`config.mk`:
```
export PLATFORM = sky130hd
export DESIGN_NAME = envelope_sequencer_flat
export DESIGN_NICKNAME = d
export VERILOG_FILES = /design/src/rtl/envelope_sequencer_if.sv /design/src/rtl/envelope_sequencer.sv /design/src/flat_wrapper.sv
export SDC_FILE = /design/constraint.sdc
export NUM_CORES = 1
export LEC_CHECK = 0
export CAP_MARGIN = 20
export CORE_AREA = 4 4 200 221
export DETAILED_ROUTE_END_ITERATION = 8
export DIE_AREA = 0 0 204 225
export PLACE_DENSITY_LB_ADDON = 0.08
export SLEW_MARGIN = 40
export SYNTH_ARGS = -nofsm -noshare
export SYNTH_HDL_FRONTEND = slang
export SYNTH_SLANG_ARGS = --single-unit
```
`constraint.sdc`:
```
create_clock -name clk -period 20.2 [get_ports clk]
set_input_delay 4.04 -clock clk [delete_from_list [all_inputs] [get_ports clk]]
set_output_delay 4.04 -clock clk [all_outputs]
set_load 0.03 [all_outputs]
```
`src/rtl/envelope_sequencer_if.sv`:
```
// Pin bundle for envelope_sequencer: gates, config port, shared LUT port and envelope outputs.
interface envelope_sequencer_if #(
  parameter int unsigned VOICES = 4
);
  logic [VOICES-1:0]   gate;
  logic                cfg_we;
  logic [2:0]          cfg_voice;
  logic [1:0]          cfg_sel;
  logic [7:0]          cfg_data;
  logic [7:0]          lut_addr;
  logic [7:0]          lut_data;
  logic [VOICES*8-1:0] env_out;
  logic [VOICES-1:0]   env_strobe;

  modport master (
    output gate, cfg_we, cfg_voice, cfg_sel, cfg_data, lut_data,
    input  lut_addr, env_out, env_strobe
  );

  modport slave (
    input  gate, cfg_we, cfg_voice, cfg_sel, cfg_data, lut_data,
    output lut_addr, env_out, env_strobe
  );
endinterface

```
`src/rtl/envelope_sequencer.sv`:
```
// Time-multiplexed ADSR sequencer: VOICES voices share one exponential LUT, one voice per slot.
// Optional macro ENV_SEQ_HARD_RESTART_EN: a gate rise forces the level to 0 before the attack.
module envelope_sequencer #(
  parameter int unsigned VOICES = 4,
  parameter int unsigned ACC_W  = 12
) (
  input logic                 clk,
  input logic                 resetn,
  envelope_sequencer_if.slave bus
);
  localparam int unsigned VW = (VOICES > 1) ? $clog2(VOICES) : 1;
  localparam int unsigned SW = ACC_W + 1;

  typedef enum logic [2:0] {S_IDLE, S_ATTACK, S_DECAY, S_SUSTAIN, S_RELEASE} state_t;

  logic [VW-1:0]    slot;
  state_t           st        [VOICES];
  logic [ACC_W-1:0] acc       [VOICES];
  logic [7:0]       idx       [VOICES];
  logic [7:0]       level     [VOICES];
  logic [7:0]       rel_start [VOICES];
  logic [VOICES-1:0] gate_prev;
  logic [7:0]       atk_rate  [VOICES];
  logic [7:0]       dec_rate  [VOICES];
  logic [7:0]       sus_lvl   [VOICES];
  logic [7:0]       rel_rate  [VOICES];

  state_t           cur_st, nxt_st;
  logic [ACC_W-1:0] nxt_acc;
  logic [7:0]       cur_idx, cur_lvl, nxt_idx, nxt_lvl, nxt_rel;
  logic [7:0]       rate_c, sus_c, rel_c, dec_val_c, rel_val_c;
  logic [SW-1:0]    sum_c;
  logic             active_c, tick_c, rise_c, fall_c;
  logic [VW-1:0]    cfg_idx_c;

  assign bus.lut_addr = idx[slot];
  assign cfg_idx_c    = bus.cfg_voice[VW-1:0];

  for (genvar v = 0; v < VOICES; v++) begin : g_env
    assign bus.env_out[8*v +: 8] = level[v];
  end

  // Next state of the voice owning the current slot.
  always_comb begin
    cur_st   = st[slot];
    cur_idx  = idx[slot];
    cur_lvl  = level[slot];
    sus_c    = sus_lvl[slot];
    rel_c    = rel_start[slot];
    rise_c   = bus.gate[slot] & ~gate_prev[slot];
    fall_c   = ~bus.gate[slot] & gate_prev[slot];
    active_c = (cur_st == S_ATTACK) || (cur_st == S_DECAY) || (cur_st == S_RELEASE);
    case (cur_st)
      S_ATTACK:  rate_c = atk_rate[slot];
      S_DECAY:   rate_c = dec_rate[slot];
      S_RELEASE: rate_c = rel_rate[slot];
      default:   rate_c = 8'd0;
    endcase
    sum_c     = SW'(acc[slot]) + SW'(rate_c) + SW'(1);
    tick_c    = sum_c[ACC_W] & active_c;
    dec_val_c = sus_c + 8'((16'(8'd255 - sus_c) * 16'(bus.lut_data)) >> 8);
    rel_val_c = 8'((16'(rel_c) * 16'(bus.lut_data)) >> 8);

    nxt_st  = cur_st;
    nxt_acc = acc[slot];
    nxt_idx = cur_idx;
    nxt_lvl = cur_lvl;
    nxt_rel = rel_c;

    if (rise_c) begin
      nxt_st  = S_ATTACK;
      nxt_idx = 8'd0;
      nxt_acc = '0;
`ifdef ENV_SEQ_HARD_RESTART_EN
      nxt_lvl = 8'd0;
`endif
    end else if (fall_c && (cur_st == S_ATTACK || cur_st == S_DECAY || cur_st == S_SUSTAIN)) begin
      nxt_st  = S_RELEASE;
      nxt_rel = cur_lvl;
      nxt_idx = 8'd0;
      nxt_acc = '0;
    end else begin
      if (active_c) nxt_acc = sum_c[ACC_W-1:0];
      case (cur_st)
        S_ATTACK: if (tick_c) begin
          // Saturate so a legato start at full scale cannot wrap.
          if (cur_lvl >= 8'd254) begin
            nxt_lvl = 8'd255;
            nxt_st  = S_DECAY;
            nxt_idx = 8'd0;
          end else begin
            nxt_lvl = cur_lvl + 8'd1;
          end
        end
        S_DECAY: if (tick_c) begin
          nxt_idx = cur_idx + 8'd1;
          if (cur_idx == 8'd255) begin
            nxt_st  = S_SUSTAIN;
            nxt_lvl = sus_c;
          end else begin
            nxt_lvl = dec_val_c;
          end
        end
        S_SUSTAIN: nxt_lvl = sus_c;
        S_RELEASE: if (tick_c) begin
          nxt_idx = cur_idx + 8'd1;
          if (cur_idx == 8'd255) begin
            nxt_st  = S_IDLE;
            nxt_lvl = 8'd0;
          end else begin
            nxt_lvl = rel_val_c;
          end
        end
        default: ;
      endcase
    end
  end

  // Slot rotation, per-voice state commit and config registers.
  always_ff @(posedge clk or negedge resetn) begin
    if (!resetn) begin
      slot           <= '0;
      gate_prev      <= '0;
      bus.env_strobe <= '0;
      for (int v = 0; v < VOICES; v++) begin
        st[v]        <= S_IDLE;
        acc[v]       <= '0;
        idx[v]       <= 8'd0;
        level[v]     <= 8'd0;
        rel_start[v] <= 8'd0;
        atk_rate[v]  <= 8'd0;
        dec_rate[v]  <= 8'd0;
        sus_lvl[v]   <= 8'd0;
        rel_rate[v]  <= 8'd0;
      end
    end else begin
      slot            <= (slot == VW'(VOICES - 1)) ? '0 : slot + VW'(1);
      st[slot]        <= nxt_st;
      acc[slot]       <= nxt_acc;
      idx[slot]       <= nxt_idx;
      level[slot]     <= nxt_lvl;
      rel_start[slot] <= nxt_rel;
      gate_prev[slot] <= bus.gate[slot];
      bus.env_strobe  <= VOICES'(1) << slot;
      if (bus.cfg_we && (32'(bus.cfg_voice) < VOICES)) begin
        case (bus.cfg_sel)
          2'd0:    atk_rate[cfg_idx_c] <= bus.cfg_data;
          2'd1:    dec_rate[cfg_idx_c] <= bus.cfg_data;
          2'd2:    sus_lvl[cfg_idx_c]  <= bus.cfg_data;
          default: rel_rate[cfg_idx_c] <= bus.cfg_data;
        endcase
      end
    end
  end
endmodule
```
`src/flat_wrapper.sv`:
```
// flat-port wrapper written by rule: the top's interface ports become plain ports
module envelope_sequencer_flat 
#(
  parameter int unsigned VOICES = 4,
  parameter int unsigned ACC_W  = 12
)
  (clk, resetn, bus_gate, bus_cfg_we, bus_cfg_voice, bus_cfg_sel, bus_cfg_data, bus_lut_data, bus_lut_addr, bus_env_out, bus_env_strobe);
  envelope_sequencer_if #(.VOICES(VOICES)) bus_i ();
  input logic clk;
  input logic resetn;
  input wire logic [$bits(bus_i.gate)-1:0] bus_gate;
  input wire logic [$bits(bus_i.cfg_we)-1:0] bus_cfg_we;
  input wire logic [$bits(bus_i.cfg_voice)-1:0] bus_cfg_voice;
  input wire logic [$bits(bus_i.cfg_sel)-1:0] bus_cfg_sel;
  input wire logic [$bits(bus_i.cfg_data)-1:0] bus_cfg_data;
  input wire logic [$bits(bus_i.lut_data)-1:0] bus_lut_data;
  output wire logic [$bits(bus_i.lut_addr)-1:0] bus_lut_addr;
  output wire logic [$bits(bus_i.env_out)-1:0] bus_env_out;
  output wire logic [$bits(bus_i.env_strobe)-1:0] bus_env_strobe;
  assign bus_i.gate = bus_gate;
  assign bus_i.cfg_we = bus_cfg_we;
  assign bus_i.cfg_voice = bus_cfg_voice;
  assign bus_i.cfg_sel = bus_cfg_sel;
  assign bus_i.cfg_data = bus_cfg_data;
  assign bus_i.lut_data = bus_lut_data;
  assign bus_lut_addr = bus_i.lut_addr;
  assign bus_env_out = bus_i.env_out;
  assign bus_env_strobe = bus_i.env_strobe;
  envelope_sequencer #(.VOICES(VOICES), .ACC_W(ACC_W)) u_core (.clk(clk), .resetn(resetn), .bus(bus_i));
endmodule
```
==> results.json <==
{
  "outcome": "completed",
  "layout-drive-gt1-share_pct": 25.1,
  "whs_ps": 479,
  "min_to": "u_core.acc[11]",
  "initial_core_util_pct": 44.4,
  "grt_pass1_vias": 13200,
  "cts_resized": 0,
  "fillCellCount": 3802,
  "slowest_stage": "clkdlybuf4s50_1",
  "num_rows": 79,
  "yosys.area.top_type": "dfrtp_1",
  "drt_iter0_drc": 630,
  "synth_area_mm2": 0.0186,
  "core_area_mm2": 0.0420,
  "fin_util_pct": 50.0,
  "slew_viol_final": 0,
  "vias": 12500,
  "die_x_um": 204,
  "synth-main-ff-cell": "dfrtp_1",
  "worst_pin_slew_ps": 787,
  "clk_pin_slew_worst_paths_ps": 60,
  "io_buffers": 71,
  "holdPathStages": 2,
  "vdd_drop_max_mv": 0.112,
  "rr_worst_depth": 24,
  "synth_fa_ha_area_share_pct": 13.6,
  "cts-buffers-inserted": 34,
  "areaGrowthSynthToFinish_pct": 12.8,
  "max_freq_mhz": 94.1,
  "hp-class": "reg -> reg",
  "wl_per_cell_um": 20.8,
  "route.antenna.remaining_nets": 0,
  "max_stage_delay_ps": 670,
  "ys_ff_latch": 294,
  "finalWirelength_mm": 46.3,
  "synth-edff-count": 0,
  "synth_common_cells": "dfrtp_1, mux2_2, nand2_1, inv_1, ha_1",
  "root_buffer": "clkbuf_16",
  "synth_compound_area_share_pct": 7.94,
  "die_area_mm2": 0.0459,
  "yosysTopAreaCellShare_pct": 39.5,
  "cp_data_required_time_ps": 20610,
  "ys_seq_area_share_pct": 39.5,
  "clk_latency_ps": 530,
  "path_common_cell": "fa_1",
  "syn_inst": 1589,
  "cts_setup_buffers": 0,
  "synth_async_sr_flop_share_pct": 100,
  "yosys.cell_types.count": 74,
  "cts_tree": "done",
  "fin_crit_sh_pct": 52.6,
  "yosysWarnings": 0,
  "max_slew_margin_pct": 47.5,
  "via_per_inst": 5.61,
  "fin_setup_tns_ps": 0,
  "clkSinkCount": 294,
  "syn-mean-instance-area_um2": 11.7,
  "regArea_mm2": 0.00736,
  "antenna_found_initial": 0,
  "hp-start": "u_core.acc[11]",
  "cp_top_family": "adder cells",
  "synthTopCellsByArea": "dfrtp_1, mux2_2, mux4_2, fa_1, ha_1",
  "timing.rr.end": "u_core.bus.env_out[23]",
  "nNetsFinal": 1821,
  "powerDensity_mw_per_mm2": 152,
  "timing.rr.start": "u_core.slot[0]",
  "synthMuxAreaShare_pct": 23.2,
  "cp-end-kind": "flip-flop",
  "critPathBufInv": 3,
  "fin_skew_ps": 11.7,
  "ctsHoldBuffers": 0,
  "die_y_um": 225,
  "htreeDepth": 2,
  "maxCapViolations": 0,
  "synth_top_family_by_area": "multiplexers",
  "clockBufferDepth": 3,
  "p_leak_nw": 9.40,
  "hold_viol_final": 0,
  "syn-num-nets": 1777,
  "gp_congestion": 0.845,
  "globalRouteTotalUtil_pct": 20.7,
  "grt_setup_unrepaired": "false",
  "grt_first_pass_wirelength_mm": 75.3,
  "synth-simple-area-share_pct": 10.2,
  "num_antenna_cells": 0,
  "crit_fanout": 16,
  "hpwl_mm": 32.2,
  "synth.most_common_cell": "dfrtp_1",
  "grt_overflow": 0,
  "first_pass_iters": 5,
  "multi_input_area_mm2": 0.0105,
  "worst_ep_arrival_time_ps": 11040,
  "path_class": "in -> reg",
  "io_pins": 72,
  "synth_xor_xnor_area_share_pct": 1.27,
  "grt_max_degree": 90,
  "cp-start-kind": "input port",
  "critical_path.startpoint": "bus_lut_data[4]",
  "drc": 0,
  "r2r_slack_ps": 12630,
  "final-setup-viol-count": 0,
  "period_needed_ps": 10630
}
==> where the power goes <==
group	leakage, nW	total (W)	switching (W)	internal [W]
Combinational	5.08	0.00181	0.00101	0.000791
Sequential	3.78	0.000783	0.0000703	0.000713
Clock	0.537	0.000596	0.000243	0.000353
Total	9.40	0.00318	0.00133	0.00186
==> cells in the final DEF, fill, tap and decap left out, types with 4 or more instances in the layout <==
cell / synthesis / routed
or3_1: 6 / 6
o21bai_1: 5 / 5
a211oi_1: 8 / 8
buf_4: 1 / 17
o211ai_1: 7 / 7
a21o_1: 11 / 11
a31oi_1: 4 / 4
nor3_1: 16 / 16
clkbuf_8: 0 / 6
mux4_2: 73 / 73
o21ai_0: 29 / 29
o21a_1: 6 / 6
a21oi_1: 72 / 72
nand4_1: 5 / 5
o31ai_1: 7 / 7
o2bb2ai_1: 20 / 20
nor2b_1: 62 / 60
and3_1: 4 / 4
clkbuf_16: 0 / 35
mux2_2: 230 / 230
or2_2: 8 / 8
clkinv_2: 0 / 8
nor3b_1: 7 / 6
inv_1: 113 / 113
a22oi_1: 10 / 10
xor2_1: 9 / 9
ha_2: 0 / 4
dfrtp_1: 294 / 292
nand2b_1: 10 / 10
nor2_1: 78 / 76
mux2i_1: 9 / 9
and2_1: 32 / 32
ha_1: 88 / 84
xnor2_1: 18 / 18
clkbuf_1: 59 / 7
clkdlybuf4s50_1: 0 / 70
nand2_1: 121 / 121
fa_1: 72 / 72
nand3_1: 18 / 18
==> sequential cells by signal (all words and copies together) (netlist names) <==
signal,flops
u_core.acc,48
u_core.atk_rate,32
u_core.bus.env_out,32
u_core.bus.env_strobe,4
u_core.dec_rate,32
u_core.gate_prev,4
u_core.idx,32
u_core.rel_rate,32
u_core.rel_start,32
u_core.slot,2
u_core.st,12
u_core.sus_lvl,32
==> worst max-delay path by stage <==
stage,cells past startpoint,end
2_1_floorplan,24,u_core.bus.env_out[15]
5_1_grt,27,u_core.bus.env_out[31]
6_report,25,u_core.bus.env_out[23]
4_1_cts,25,u_core.bus.env_out[31]
3_5_place_dp,25,u_core.bus.env_out[31]
3_3_place_gp,25,u_core.bus.env_out[15]
==> cells by family after synthesis <==
kind of cell    Yosys count
simple gates            384
compound gates          216
mux                     312
buf+inv                 196
flops                   294
xor+xnor                 27
fa+ha+maj               160
==> area by class of cell <==
cell class | instances | share of cell area [%]
multi-input cells | 1099 | 50.1
flip-flops and latches | 294 | 35.0
clock buffers | 48 | 4.69
repair buffers | 91 | 4.37
well taps | 567 | 3.38
inverters | 113 | 2.02
clock inverters | 11 | 0.417
==> layer usage <==
metal | global-route usage, % | share of wire [%] | vias to the layer above
li1 | - | - | 5708
met1 | 28.6 | 46 | 6514
met2 | 35.5 | 49 | 210
met3 | 2.89 | 3.5 | 48
met4 | 4.19 | 1.6 | 0
met5 | 0 | 0 | -
==> through the flow <==
stage | setup slack, ps | total power, W | cells | instance area (µm²)
CTS | 9580 | 0.00322 | 2223 | 21000
floorplan | 10290 | 0.00213 | 1589 | 18600
global route | 9160 | 0.00347 | 2223 | 21000
finish | 9570 | 0.00318 | 2223 | 21000
detailed placement | 9020 | 0.00260 | 2164 | 19900
global placement | 9130 | 0.00258 | 2162 | 19900
==> worst register-to-register path: cells and delay by family, from the launching register on <==
kind | cells | cell delay, ps
buffers and inverters | 2 | 300
multiplexers | 1 | 740
AO/OA/AOI/OAI | 9 | 2040
XOR/XNOR | 2 | 360
AND/OR/NAND/NOR | 4 | 690
flip-flops | 1 | 610
adder cells (fa/ha/maj) | 6 | 2700
Power figures use the tool's default switching activity.
